[src/rtl/pipe_ctrl_pkg.sv]
// Shared types and constants for the pipeline hazard controller.
// Contents: sequencer state enum, register-index and wait-counter widths,
// and the x0 register index.
package pipe_ctrl_pkg;

  localparam int unsigned REG_IDX_W  = 5;
  localparam int unsigned WAIT_CNT_W = 8;

  // x0 is hard-wired to zero, so a load targeting it never creates a hazard.
  localparam logic [REG_IDX_W-1:0] X0_IDX = '0;

  typedef enum logic [1:0] {
    RUN   = 2'd0,
    REDIR = 2'd1
  } state_t;

endpackage

[src/rtl/hazard_cmp.sv]
// Combinational load-use compare between the ID source registers and the EX
// destination register.
// Ports:
//   rs1, rs2          source register indices of the instruction in ID
//   uses_rs1/uses_rs2 ID instruction actually reads the source
//   rd                destination register of the instruction in EX
//   rd_load           EX instruction is a load
//   hit               ID must wait one cycle for the load result
module hazard_cmp
  import pipe_ctrl_pkg::*;
(
  input  logic [REG_IDX_W-1:0] rs1,
  input  logic [REG_IDX_W-1:0] rs2,
  input  logic                 uses_rs1,
  input  logic                 uses_rs2,
  input  logic [REG_IDX_W-1:0] rd,
  input  logic                 rd_load,
  output logic                 hit
);

  logic match_rs1;
  logic match_rs2;

  assign match_rs1 = uses_rs1 && (rs1 == rd);
  assign match_rs2 = uses_rs2 && (rs2 == rd);
  assign hit       = rd_load && (rd != X0_IDX) && (match_rs1 || match_rs2);

endmodule

[src/rtl/pipe_hazard_ctrl.sv]
// Central stall/flush sequencer for the 5-stage pipeline.
// Priority each cycle: data-memory freeze > EX redirect > load-use.
// Stall/flush outputs are decoded combinationally from the current state and
// inputs; state, bubble counter, wait counter and timeout flag are registered.
// All outputs read 0 while rst is high.
// Ports:
//   clk, rst                    clock, asynchronous active-high reset
//   id_rs1/id_rs2/id_uses_rs*   ID source operands
//   ex_rd/ex_memread            EX destination and load flag
//   ex_redirect                 taken branch/jump resolved in EX
//   mem_req/mem_ready           data-memory handshake
//   pc_stall .. memwb_flush     pipeline hold/flush controls
//   mem_timeout                 sticky memory-wait timeout flag
// Optional: define HAZ_PERF_CNT_EN to add stall_cycles/flush_events counters.
module pipe_hazard_ctrl
  import pipe_ctrl_pkg::*;
#(
  parameter int unsigned REDIRECT_BUBBLES = 1,
  parameter int unsigned MEM_TIMEOUT      = 64
) (
  input  logic                 clk,
  input  logic                 rst,
  input  logic [REG_IDX_W-1:0] id_rs1,
  input  logic [REG_IDX_W-1:0] id_rs2,
  input  logic                 id_uses_rs1,
  input  logic                 id_uses_rs2,
  input  logic [REG_IDX_W-1:0] ex_rd,
  input  logic                 ex_memread,
  input  logic                 ex_redirect,
  input  logic                 mem_req,
  input  logic                 mem_ready,
  output logic                 pc_stall,
  output logic                 ifid_stall,
  output logic                 ifid_flush,
  output logic                 idex_stall,
  output logic                 idex_flush,
  output logic                 exmem_stall,
  output logic                 memwb_flush,
  output logic                 mem_timeout
`ifdef HAZ_PERF_CNT_EN
  ,
  output logic [31:0]          stall_cycles,
  output logic [31:0]          flush_events
`endif
);

  localparam int unsigned BUB_W = 3;
  localparam logic [BUB_W-1:0]      BUB_RELOAD  = BUB_W'(REDIRECT_BUBBLES - 1);
  localparam logic [WAIT_CNT_W-1:0] WAIT_MAX    = WAIT_CNT_W'(MEM_TIMEOUT);
  localparam logic [WAIT_CNT_W-1:0] WAIT_LAST   = WAIT_CNT_W'(MEM_TIMEOUT - 1);

  state_t                  state_q, state_d;
  logic [BUB_W-1:0]        bub_q, bub_d;
  logic [WAIT_CNT_W-1:0]   wait_q;
  logic                    timeout_q;

  logic freeze;
  logic load_use;
  logic timeout_set;

  assign freeze = mem_req && !mem_ready;

  hazard_cmp u_cmp (
    .rs1      (id_rs1),
    .rs2      (id_rs2),
    .uses_rs1 (id_uses_rs1),
    .uses_rs2 (id_uses_rs2),
    .rd       (ex_rd),
    .rd_load  (ex_memread),
    .hit      (load_use)
  );

  // State, bubble counter and memory-wait tracking.
  always_ff @(posedge clk or posedge rst) begin
    if (rst) begin
      state_q   <= RUN;
      bub_q     <= '0;
      wait_q    <= '0;
      timeout_q <= 1'b0;
    end else begin
      state_q <= state_d;
      bub_q   <= bub_d;
      if (freeze) begin
        if (wait_q != WAIT_MAX) wait_q <= wait_q + WAIT_CNT_W'(1);
      end else begin
        wait_q <= '0;
      end
      if (timeout_set) timeout_q <= 1'b1;
    end
  end

  // The flag is visible in the same cycle the final wait cycle is reached.
  assign timeout_set = freeze && (wait_q == WAIT_LAST);
  assign mem_timeout = !rst && (timeout_q || timeout_set);

  // Next-state and stall/flush decode.
  always_comb begin
    state_d     = state_q;
    bub_d       = bub_q;
    pc_stall    = 1'b0;
    ifid_stall  = 1'b0;
    ifid_flush  = 1'b0;
    idex_stall  = 1'b0;
    idex_flush  = 1'b0;
    exmem_stall = 1'b0;
    memwb_flush = 1'b0;

    if (!rst) begin
      if (freeze) begin
        // Everything upstream of MEM holds; pending redirect/load-use persist
        // in the held stages and are acted on in the release cycle.
        pc_stall    = 1'b1;
        ifid_stall  = 1'b1;
        idex_stall  = 1'b1;
        exmem_stall = 1'b1;
        memwb_flush = 1'b1;
      end else begin
        case (state_q)
          REDIR: begin
            ifid_flush = 1'b1;
            if (bub_q == BUB_W'(1)) begin
              state_d = RUN;
              bub_d   = '0;
            end else begin
              bub_d   = bub_q - BUB_W'(1);
            end
          end
          RUN: ;
          default: begin
            state_d = RUN;
            bub_d   = '0;
          end
        endcase

        if (ex_redirect) begin
          // Wrong-path ID instruction: any load-use against it is moot.
          ifid_flush = 1'b1;
          idex_flush = 1'b1;
          if (REDIRECT_BUBBLES > 1) begin
            state_d = REDIR;
            bub_d   = BUB_RELOAD;
          end
        end else if (load_use) begin
          pc_stall   = 1'b1;
          ifid_stall = 1'b1;
          idex_flush = 1'b1;
        end
      end
    end
  end

`ifdef HAZ_PERF_CNT_EN
  // Free-running event counters, wrapping modulo 2^32.
  always_ff @(posedge clk or posedge rst) begin
    if (rst) begin
      stall_cycles <= '0;
      flush_events <= '0;
    end else begin
      if (pc_stall)   stall_cycles <= stall_cycles + 32'd1;
      if (idex_flush) flush_events <= flush_events + 32'd1;
    end
  end
`else
  // Performance counters not built.
`endif

endmodule

[config.mk]
export PLATFORM = sky130hd
export DESIGN_NAME = pipe_hazard_ctrl
export DESIGN_NICKNAME = d
export VERILOG_FILES = /design/src/rtl/pipe_ctrl_pkg.sv /design/src/rtl/hazard_cmp.sv /design/src/rtl/pipe_hazard_ctrl.sv
export SDC_FILE = /design/constraint.sdc
export NUM_CORES = 1
export LEC_CHECK = 0
export BUFFER_PORTS_ARGS = -buffer_cell sky130_fd_sc_hd__buf_2
export CORE_UTILIZATION = 30
export CTS_BUF_LIST = sky130_fd_sc_hd__clkbuf_4 sky130_fd_sc_hd__clkbuf_8
export CTS_CLUSTER_DIAMETER = 60
export DETAILED_ROUTE_END_ITERATION = 8
export GPL_TIMING_DRIVEN = 1
export HOLD_SLACK_MARGIN = 0.06
export PLACE_DENSITY_LB_ADDON = 0.05
export SYNTH_ARGS = -nofsm -noshare
export SYNTH_HDL_FRONTEND = slang
export SYNTH_SLANG_ARGS = --single-unit
[constraint.sdc]
create_clock -name clk -period 2 [get_ports clk]
set_input_delay 0.4 -clock clk [delete_from_list [all_inputs] [get_ports clk]]
set_output_delay 0.4 -clock clk [all_outputs]
set_load 0.005 [all_outputs]
* Word-level counts from Yosys, hierarchy flattened
Index checks and enable logic that the tools add are counted.
Storage, ports and cells: register bits after elaboration 14, word-level logic and storage cells 51, output and inout bits 8, input port bits 23
Operators by class: mux-type cells 19, reductions and logical operators 15, bitwise operators 3, add/subtract/negate cells 2, equality and inequality tests 8
Operators by type and width (count):
- $mux 8 | 2
- $mux 1 | 13
- $eq 5x5->1 | 2
- $add 8x1->8 const B | 1
- $eq 8x6->1 const B | 1
- $ne 8x7->1 const B | 1
- $logic_and 1x1->1 | 7
- $pmux 3 s2 | 1
- $reduce_bool 5->1 | 1
- $pmux 2 s2 | 1
- $reduce_and 4->1 | 1
- $eq 3x1->1 const B | 1
- $mux 3 | 1
- $not 1->1 | 3
- $reduce_and 3->1 | 1
- $sub 3x1->3 const B | 1
- $eq 2x1->1 const B | 1
- $logic_not 1->1 | 2
- $logic_not 2->1 | 1
- $logic_or 1x1->1 | 2
- $mux 2 | 1
- $ne 2x1->1 const B | 1
- $ne 2x2->1 const B | 1

* Depth between registers and ports, before layout
Gate-level depths: netlist of the first run.
depth in word-level cells 8, mapped depth 6, depth with buffers taken out 6

* Modules after synthesis
Synthesis of the first run repeated with hierarchy kept, for this count alone.
Second synthesis, totals: cell total of the unflattened synthesis 79, area, all modules 699.4 um^2
Modules (own cells, without submodules):
- pipe_hazard_ctrl | instances 1, cells each 62, seq. area each 225.2 um^2, area an instance 565.5 um^2
- hazard_cmp | instances 1, cells each 17, seq. area each 0.0 um^2, area an instance 133.9 um^2

* Least setup slack after synthesis of the first run
No wires, ideal clock.
path kind input -> output, start point input port ex_rd[1], end point output port pc_stall, required time 1.600 ns, path buffers 1, cell stages on the path 5, data arrival time 1.414 ns, path slack 0.186 ns, cells stage by stage or4_1 > o21ai_2 > or3_1 > o22ai_1 > buf_4
Between the ends: word-level cells in the longest chain between the ends 8
Ends and longest elaborated chain:
- start: declaration | RTL line pipe_hazard_ctrl.sv:27 | input logic [REG_IDX_W-1:0] ex_rd,
- $eq 5x5->1 (on tied branches) | RTL line hazard_cmp.sv:24, hazard_cmp.sv:25
- $logic_and 1x1->1 (on tied branches) | RTL line hazard_cmp.sv:24, hazard_cmp.sv:25
- $logic_or 1x1->1 | RTL line hazard_cmp.sv:26 | assign hit = rd_load && (rd != X0_IDX) && (match_rs1 || match_rs2);
- $logic_and 1x1->1 (*) | RTL line hazard_cmp.sv:26
- $mux 1 (*) (4 in series)
- end: declaration | RTL line pipe_hazard_ctrl.sv:32 | output logic pc_stall,
Mark *: on every way between the ends. The rest lies on a longest branch, timed or not.

* Worst setup path after layout of the first run
start point register wait_q[2], end point output port mem_timeout
Between the ends: word-level cells in the longest chain between the ends 4
Ends and longest elaborated chain:
- start: declaration | RTL line pipe_hazard_ctrl.sv:54 | logic [WAIT_CNT_W-1:0] wait_q;
- start signal: assignment | RTL line pipe_hazard_ctrl.sv:84 | if (wait_q != WAIT_MAX) wait_q <= wait_q + WAIT_CNT_W'(1);
- $eq 8x6->1 | RTL line pipe_hazard_ctrl.sv:93 | assign timeout_set = freeze && (wait_q == WAIT_LAST);
- $logic_and 1x1->1 | RTL line pipe_hazard_ctrl.sv:93
- $logic_or 1x1->1 | RTL line pipe_hazard_ctrl.sv:94 | assign mem_timeout = !rst && (timeout_q || timeout_set);
- $logic_and 1x1->1 | RTL line pipe_hazard_ctrl.sv:94
- end: declaration | RTL line pipe_hazard_ctrl.sv:39 | output logic mem_timeout
Every way passes these cells.

==> results.ini, run 1 <==
[global_route]
grt_remaining_overflow=0
grt_pass1_vias=561
grt_max_degree=11
grt_usage_pct=12.7
grt_pass1_wl_um=2320
antenna_found_initial=0

[die]
start_util_pct=33.0
die_w_um=49.2
ioPinCount=31
die_h_um=49.2
fp-row-count=16
coreArea_mm2=0.00202
die-area_mm2=0.00242

[critical_path]
end_kind=output port
r2r_slack_ns=0.46
reg2reg_from=wait_q[0]
path_cells=and3_4 -> nand3_4 -> o41ai_4 -> and2_1 -> buf_2
crit_family=simple AND/OR/NAND/NOR gates
arrival_ns=1.55
r2r-end=wait_q[0]
critPathMaxStageDelay_ns=0.42
rr_worst_depth=7
required_ns=1.60
cp-start-kind=flip-flop
cp_max_fo=5
slowest_stage=dfrtp_1
cp_num_buf_inv=1
setup.worst_path.class=flip-flop to output port

[finish]
final_cell_mix=buf_2, xor2_1, dfrtp_1
multi_input_area_um2=429
finalNetCount=134
nFillCells=213
seqCellArea_um2=225
post-route-util_pct=46.1
insertedDiodeCount=0
mostFrequentLayoutCell=buf_2
drive_gt1_share_pct=43.5
design_area_um2=932
area_growth_pct=39.8

[pwr]
ir_worst_vdd_v=0.000271
swShare_pct=25.2
p_sw_w=0.000108
power_frac_seq_pct=43.1
pwr-share-clk_pct=35.6
p_leak_nw=0.469
intPower_w=0.000321
cellPowerDensity_mw_per_mm2=461
power.share.combinational_pct=21.3
finalPower_w=0.000429

[clocking]
insertion_delay_ns=0.25
ctsHoldBuffers=0
numCtsBuffers=3
clkSlewWorstSetupHoldPaths_ns=0.06
cts_sinks=9
ctsRootBufferMaster=clkbuf_4
h-tree-depth=1
cts_tree=built
clk_path_buf_depth=2

[synthesis]
synth_top_area_share_pct=33.8
yosysWarnings=0
synth_seq_area_share_pct=33.8
syn_inst=72
yosysTopAreaCell=dfrtp_1
syn_area_per_cell_um2=9.26
synth_top_family_by_area=simple AND/OR/NAND/NOR gates
ys_seq_elements=9
ys_types=26
yosys.area_share.adder_pct=3.75
synth_compound_area_share_pct=9.19
synth_mux_area_share_pct=0
ys_top_cells_by_area=dfrtp_1, xor2_1, nand3_1, o41ai_2, nor2_1
synth-xor-area-share_pct=22.3
syn_area_um2=667
syn_nets=97
synth-simple-area-share_pct=24.2

[placed_design]
hpwl_um=1150
placed_area_um2=862
placement.io_buffers=30
dpl_worst_slack_ns=0.0508
routabilityCongestion=0.714

[drt]
drt_iter0_drc=6
antenna_left=0
finalWirelength_um=1420
routedWlPerCell_um=10.5
vias=619
drtPass1Iterations=3
drc=0
vias_per_cell=4.59

[status]
status=finished, final reports clean

[sta]
fin_crit_sh_pct=97.6
timing.final.crit_period_ns=1.95
tightest_slew_ns=0.345
finalHoldViolCount=0
finalSetupViolations=0
fin_skew_ns=0.00360
tns_ns=0
slew-limit-headroom_pct=76.7
fin_ws_ns=0.0489
rsz0062_at_grt=yes
fmax_mhz=513
drv_slew=0

[worst_hold_path]
min_path_type=input port to async pin

[job]
maxCapViolations=0

## metrics by stage
stage               cells  hold slack [ns]
detailed placement    130            0.436
global placement      130            0.434
global route          135            0.241
finish                135            0.211
floorplan              72            0.241
CTS                   134            0.230
## cell families after synthesis
family	Yosys count
AOI/OAI and AO/OA	6
xor gates and xnor gates	17
adders and majority gates	2
buffers and inverters	9
DFF	9
and+or+nand+nor	29
## worst max path at each step
stage / from / to / slack [ns] / cells after the start
3_3_place_gp: ex_rd[2] / idex_flush / 0.04 / 6
2_1_floorplan: ex_rd[1] / pc_stall / 0.19 / 5
4_1_cts: wait_q[2] / mem_timeout / 0.02 / 5
6_report: wait_q[2] / mem_timeout / 0.05 / 5
5_1_grt: wait_q[2] / mem_timeout / -0.07 / 5
3_5_place_dp: ex_rd[3] / idex_flush / 0.05 / 6
## registers in the layout (all words and copies together), names as in the netlist
name and count:
timeout_q 1, wait_q 8
## Yosys cell counts
master and instances:
dfrtp_1 9, o41ai_2 2, nor2b_1 1, and2_0 1, nand2_1 2, a21oi_1 1
and2_1 1, clkbuf_1 1, a32oi_1 1, nor4_2 1, nand3_1 7, or4_1 1
and3_1 3, inv_1 5, nor3b_1 1, nor4_1 1, nor4b_1 1, o22ai_1 1
xnor2_1 3, or3_1 1, ha_1 2, buf_4 3, o21ai_2 1, xor2_1 14
nand2b_1 1, nor2_1 7
## worst min-delay path: cells and delay by family
family | cells | cell delay (ns)
buf+inv | 3 | 0.41
## routing by layer
| metal | part of all wire (%) | track usage, % | wire [µm] |
|---|---|---|---|
| met1 | 46 | 15.3 | 648 |
| met4 | 0.98 | 5.88 | 14 |
| met3 | 4.7 | 3.12 | 67 |
| met5 | 0 | 0 | 0 |
| met2 | 49 | 21.0 | 694 |
## power groups by stage
| stage | sequential, W | combinational (W) | clock [W] |
|---|---|---|---|
| global route | 0.000185 | 0.000103 | 0.000168 |
| global placement | 0.000188 | 0.0000913 | 0 |
| finish | 0.000185 | 0.0000914 | 0.000153 |
| CTS | 0.000185 | 0.0000915 | 0.000159 |
| floorplan | 0.000190 | 0.0000436 | 0 |
| detailed placement | 0.000188 | 0.0000911 | 0 |
## area by class of cell
class	instances	area share, %
Tap cell	27	3.62
Multi-Input combinational cell	54	46.0
Clock buffer	4	3.22
Inverter	5	2.01
Timing Repair Buffer	36	20.9
Sequential cell	9	24.2
## timing repair
item | 4_1_cts | 5_1_grt
setup endpoints to repair | 0 | 4
setup buffers | 0 | 1
gates resized for setup | 0 | 5
Power figures use the tool's default switching activity.
==> inputs of run 2 (changes only) <==
- CORE_UTILIZATION: 30 -> 47
==> run 2 against run 1 <==
Critical path depth is 1 higher. Utilization up 30 points. Global-route usage increased by 8.4 points. Worst hold slack got worse by 0.012 ns.
==> results.ini, run 2 (same netlist as run 1, synthesis figures left out) <==
[status]
status=finished, final reports clean

[clocking]
numCtsBuffers=3
clkSlewWorstSetupHoldPaths_ns=0.06
cts_tree=built
ctsHoldBuffers=0
insertion_delay_ns=0.26
clk_path_buf_depth=2
cts_sinks=9
h-tree-depth=1
ctsRootBufferMaster=clkbuf_4

[die]
start_util_pct=50.6
die_w_um=39.7
die-area_mm2=0.00157
ioPinCount=31
die_h_um=39.7
coreArea_mm2=0.00132
fp-row-count=13

[drt]
vias=622
vias_per_cell=5.02
antenna_left=0
finalWirelength_um=1520
drc=0
drtPass1Iterations=4
routedWlPerCell_um=12.3
drt_iter0_drc=6

[sta]
fmax_mhz=508
drv_slew=0
finalHoldViolCount=0
finalSetupViolations=0
tns_ns=0
fin_skew_ns=0.000694
slew-limit-headroom_pct=76.9
fin_ws_ns=0.0322
timing.final.crit_period_ns=1.97
fin_crit_sh_pct=98.4
fin_hold_ws_ns=0.199
tightest_slew_ns=0.341
rsz0062_at_grt=yes

[placed_design]
hpwl_um=1090
dpl_worst_slack_ns=-0.00492
placement.io_buffers=30
placed_area_um2=825
routabilityCongestion=0.774

[critical_path]
path_cells=buf_2 -> or4_4 -> o21ai_4 -> or3_4 -> o22ai_4 -> buf_2
end_kind=output port
critPathMaxStageDelay_ns=0.55
crit_path_frequent_cell=buf_2
required_ns=1.60
r2r_slack_ns=0.53
slowest_stage=or4_4
setup.worst_path.class=input port to output port
cp-start-kind=input port
rr_worst_depth=6
reg2reg_from=wait_q[0]
r2r-end=wait_q[0]
cp_max_fo=3
arrival_ns=1.57

[pwr]
p_leak_nw=0.482
cellPowerDensity_mw_per_mm2=442
ir_worst_vdd_v=0.000324

[finish]
area_growth_pct=49.9
drive_gt1_share_pct=51.4
regMostFlops=wait_q
finalNetCount=135
insertedDiodeCount=0
largest_register_ffs=8
final_cell_mix=buf_2, xor2_1, nor2_1, buf_4, dfrtp_1
nFillCells=105
mostFrequentLayoutCell=buf_2
reg_top3=wait_q x8, timeout_q x1
design_area_um2=1000

[global_route]
grt_max_degree=11
grt_remaining_overflow=0
grt_pass1_vias=552
grt_usage_pct=21.1
antenna_found_initial=0
grt_pass1_wl_um=2190

[worst_hold_path]
min_path_type=input port to async pin

[job]
maxCapViolations=0

run 2: changes by cell type in the layout (fill, tap and decap cells not counted), sizes merged:
cell  previous run  this run
buf             36        37
run 2: layout make-up:
class | count | area [µm²] | area share, %
multi-input cells | 54 | 489 | 48.9
flip-flops and latches | 9 | 228 | 22.8
well taps | 15 | 18.8 | 1.88
inverters | 5 | 18.8 | 1.88
repair buffers | 37 | 215 | 21.5
clock buffers | 4 | 30.0 | 3.00
run 2: worst max-delay path: cells and delay by family:
family	cells	cell delay (ns)
AO/OA/AOI/OAI	2	0.22
buffers and inverters	2	0.25
AND/OR/NAND/NOR	2	0.70
run 2: routing by layer:
metal,track usage [%],up-vias,wire (µm)
li1,-,317,-
met1,25.1,289,609
met2,37.3,16,862
met3,8.52,0,49
met4,0,0,0
met5,0,-,0
run 2: power breakdown:
group	total [W]	internal (W)	switching, W
registers	0.000188	0.000184	0.00000393
clock network	0.000152	0.0000903	0.0000613
logic	0.000102	0.0000534	0.0000489
total	0.000442	0.000328	0.000114
run 2: worst max-delay path by stage:
stage               from     endpoint  slack, ns
3_3_place_gp    ex_rd[3]   idex_flush       0.03
4_1_cts         ex_rd[2]   ifid_stall      0.002
5_1_grt        wait_q[2]  mem_timeout      -0.04
6_report        ex_rd[1]   ifid_stall       0.03
2_1_floorplan   ex_rd[1]     pc_stall       0.19
3_5_place_dp    ex_rd[3]   idex_flush     -0.005
run 2: what timing repair did:
action / in CTS / in global routing
resized for setup: 1 / 18
pin swaps: 3 / 10
buffers inserted: 1 / 4
endpoints found under the setup margin: 1 / 4
run 2: stage by stage:
stage | util (%) | cells | total power [W]
final | 75.9 | 124 | 0.000442
after global routing | 75.9 | 124 | 0.000476
after CTS | 66.0 | 120 | 0.000433
after detailed placement | 62.6 | 115 | 0.000275
after global placement | 62.6 | 115 | 0.000272
after floorplan | - | 72 | 0.000233
==> inputs of run 3 (changes only) <==
- ABC_AREA: unset -> 1
- CORE_UTILIZATION: 47 -> 49
==> run 3 against run 2 <==
Global-route usage is 0.90 points higher. Clock skew up 0.0030 ns. First-iteration DRC count rose to 3.7 times the previous value. Sequential power barely moved. Clock-buffer cell count unchanged. Setup slack improved by 0.079 ns. Critical path depth did not move. Wire length up 12%. Sequential share of layout area rose by 0.45 points. Flip-flop and latch count unchanged. Maximum frequency grew 4.2%. Largest power group unchanged.
==> results.ini, run 3 <==
[status]
status=finished, final reports clean

[clocking]
clkSlewWorstSetupHoldPaths_ns=0.06
numCtsBuffers=3
cts_tree=built
insertion_delay_ns=0.26
h-tree-depth=1
clk_path_buf_depth=2
ctsRootBufferMaster=clkbuf_4
cts_sinks=9
ctsHoldBuffers=0

[finish]
final_cell_mix=nand2_1, buf_2, inv_1
largest_register_ffs=8
area_growth_pct=25.4
mostFrequentLayoutCell=nand2_1
post-route-util_pct=70.1
reg_top3=wait_q x8, timeout_q x1
finalNetCount=184
insertedDiodeCount=0
fin_cells=173
regMostFlops=wait_q
nFillCells=125
drive_gt1_share_pct=29.7

[die]
coreArea_mm2=0.00138
die_w_um=41.7
die_h_um=41.7
fp-row-count=13
die-area_mm2=0.00174
ioPinCount=31
start_util_pct=55.9

[sta]
finalHoldViolCount=0
fin_skew_ns=0.00368
tightest_slew_ns=0.400
fin_crit_sh_pct=94.5
rsz0062_at_grt=no
finalSetupViolations=0
fmax_mhz=529
tns_ns=0
slew-limit-headroom_pct=73.3
timing.final.crit_period_ns=1.89
drv_slew=0

[worst_hold_path]
min_path_type=input port to async pin

[pwr]
cellPowerDensity_mw_per_mm2=449
finalPower_w=0.000435
ir_worst_vdd_v=0.000394
p_leak_nw=0.583

[critical_path]
cp-start-kind=flip-flop
r2r-end=wait_q[0]
reg2reg_from=wait_q[0]
cp_max_fo=4
arrival_ns=1.49
r2r_slack_ns=0.53
end_kind=output port
rr_worst_depth=7
setup.worst_path.class=flip-flop to output port
required_ns=1.60

[placed_design]
hpwl_um=1390
routabilityCongestion=0.791
place_inst=167
placement.io_buffers=30

[synthesis]
synth_edf_count=0
yosysMostFrequentCell=nand2_1
yosysWarnings=0
ys_seq_elements=9
yosysTopAreaCell=dfrtp_1
synth-main-ff-cell=dfrtp_1
syn_nets=150
yosys-top-cells-count=nand2_1, inv_1, nor2_1
ys_top_cells_by_area=dfrtp_1, nand2_1, inv_1, nor2_1, nand3_1
synth_seq_area_share_pct=29.1
synth_top_area_share_pct=29.1
syn_area_per_cell_um2=6.19
syn_inst=125
syn_area_um2=773
ys_types=19
async_reset_ff_share_pct=100

[global_route]
grt_max_degree=12
grt_remaining_overflow=0
grt_pass1_wl_um=3010
grt_pass1_vias=791
grt_usage_pct=22.0
antenna_found_initial=0

[drt]
routedWlPerCell_um=9.86
vias=871
vias_per_cell=5.03
antenna_left=0
drc=0
drt_iter0_drc=22
drtPass1Iterations=4
finalWirelength_um=1710

[job]
maxCapViolations=0

-- run 3: cell count changes after synthesis, moves of 2 or more --
cell	previous run	this run
nand2_1	2	41
inv_1	5	23
xor2_1	14	1
nor2_1	7	18
and3_1	3	0
nand4_1	0	3
o21ai_0	0	3
a21oi_1	1	3
nand3_2	0	2
nor2_2	0	2
o41ai_2	2	0
xnor2_1	3	1
-- run 3: cells by family (layout without fill, tap and decap cells) --
group / Yosys count / in the layout / share of synthesized area (%)
and+or+nand+nor: 77 / 77 / 44.8
buffers and inverters: 28 / 61 / 15.5
DFF: 9 / 9 / 29.1
AOI/OAI and AO/OA: 7 / 7 / 5.02
adders and majority gates: 2 / 2 / 3.24
xor gates and xnor gates: 2 / 2 / 2.27
-- run 3: per-stage QoR --
step / area, µm² / hold WS (ns) / setup slack [ns]
final: 970 / 0.135 / 0.111
after floorplan: 773 / 0.228 / 0.518
after CTS: 950 / 0.142 / 0.0280
after global placement: 920 / 0.417 / 0.376
after global routing: 970 / 0.159 / 0.00612
after detailed placement: 920 / 0.424 / 0.325
-- run 3: how the worst max path moves through the flow --
stage               slack [ns]      start  cells past startpoint          end
global route             0.006  wait_q[1]                      6  mem_timeout
finish                    0.11  wait_q[1]                      6  mem_timeout
global placement          0.38   ex_rd[2]                      8   ifid_stall
detailed placement        0.32  wait_q[1]                      6  mem_timeout
floorplan                 0.52    mem_req                      7     pc_stall
CTS                       0.03  wait_q[1]                      6  mem_timeout
-- run 3: routing by layer --
metal	vias up	wire [µm]	track usage, %
met5	-	0	0
met4	0	6	3.87
met3	2	116	8.26
met2	29	860	40.3
met1	394	722	24.1
li1	446	-	-
-- run 3: area by class of cell --
cell class                 count  area (µm²)  share of cell area, %
timing repair buffer          33         173                   17.8
sequential                     9         225                   23.2
clock buffer                   4        30.0                   3.10
tap                           15        18.8                   1.94
multi-input combinational     88         433                   44.6
inverter                      24        90.1                   9.29
-- run 3: worst max-delay path: stages, from the launching register on --
cell	delay, ns
dfrtp_1	0.39
ha_1	0.22
nand3_2	0.12
nor4_2	0.16
nand2_1	0.11
a21oi_2	0.12
buf_2	0.11
-- run 3: repair_timing --
| item | in CTS | in global routing |
|---|---|---|
| hold endpoints to repair | 0 | 0 |
| setup endpoints to repair | 0 | 1 |
| buffers inserted | 0 | 2 |
| gates resized for setup | 0 | 1 |
-- run 3: power breakdown --
part | internal (W) | switching [W]
registers | 0.000184 | 0.00000187
clock network | 0.0000905 | 0.0000642
logic | 0.0000424 | 0.0000524
total | 0.000317 | 0.000118
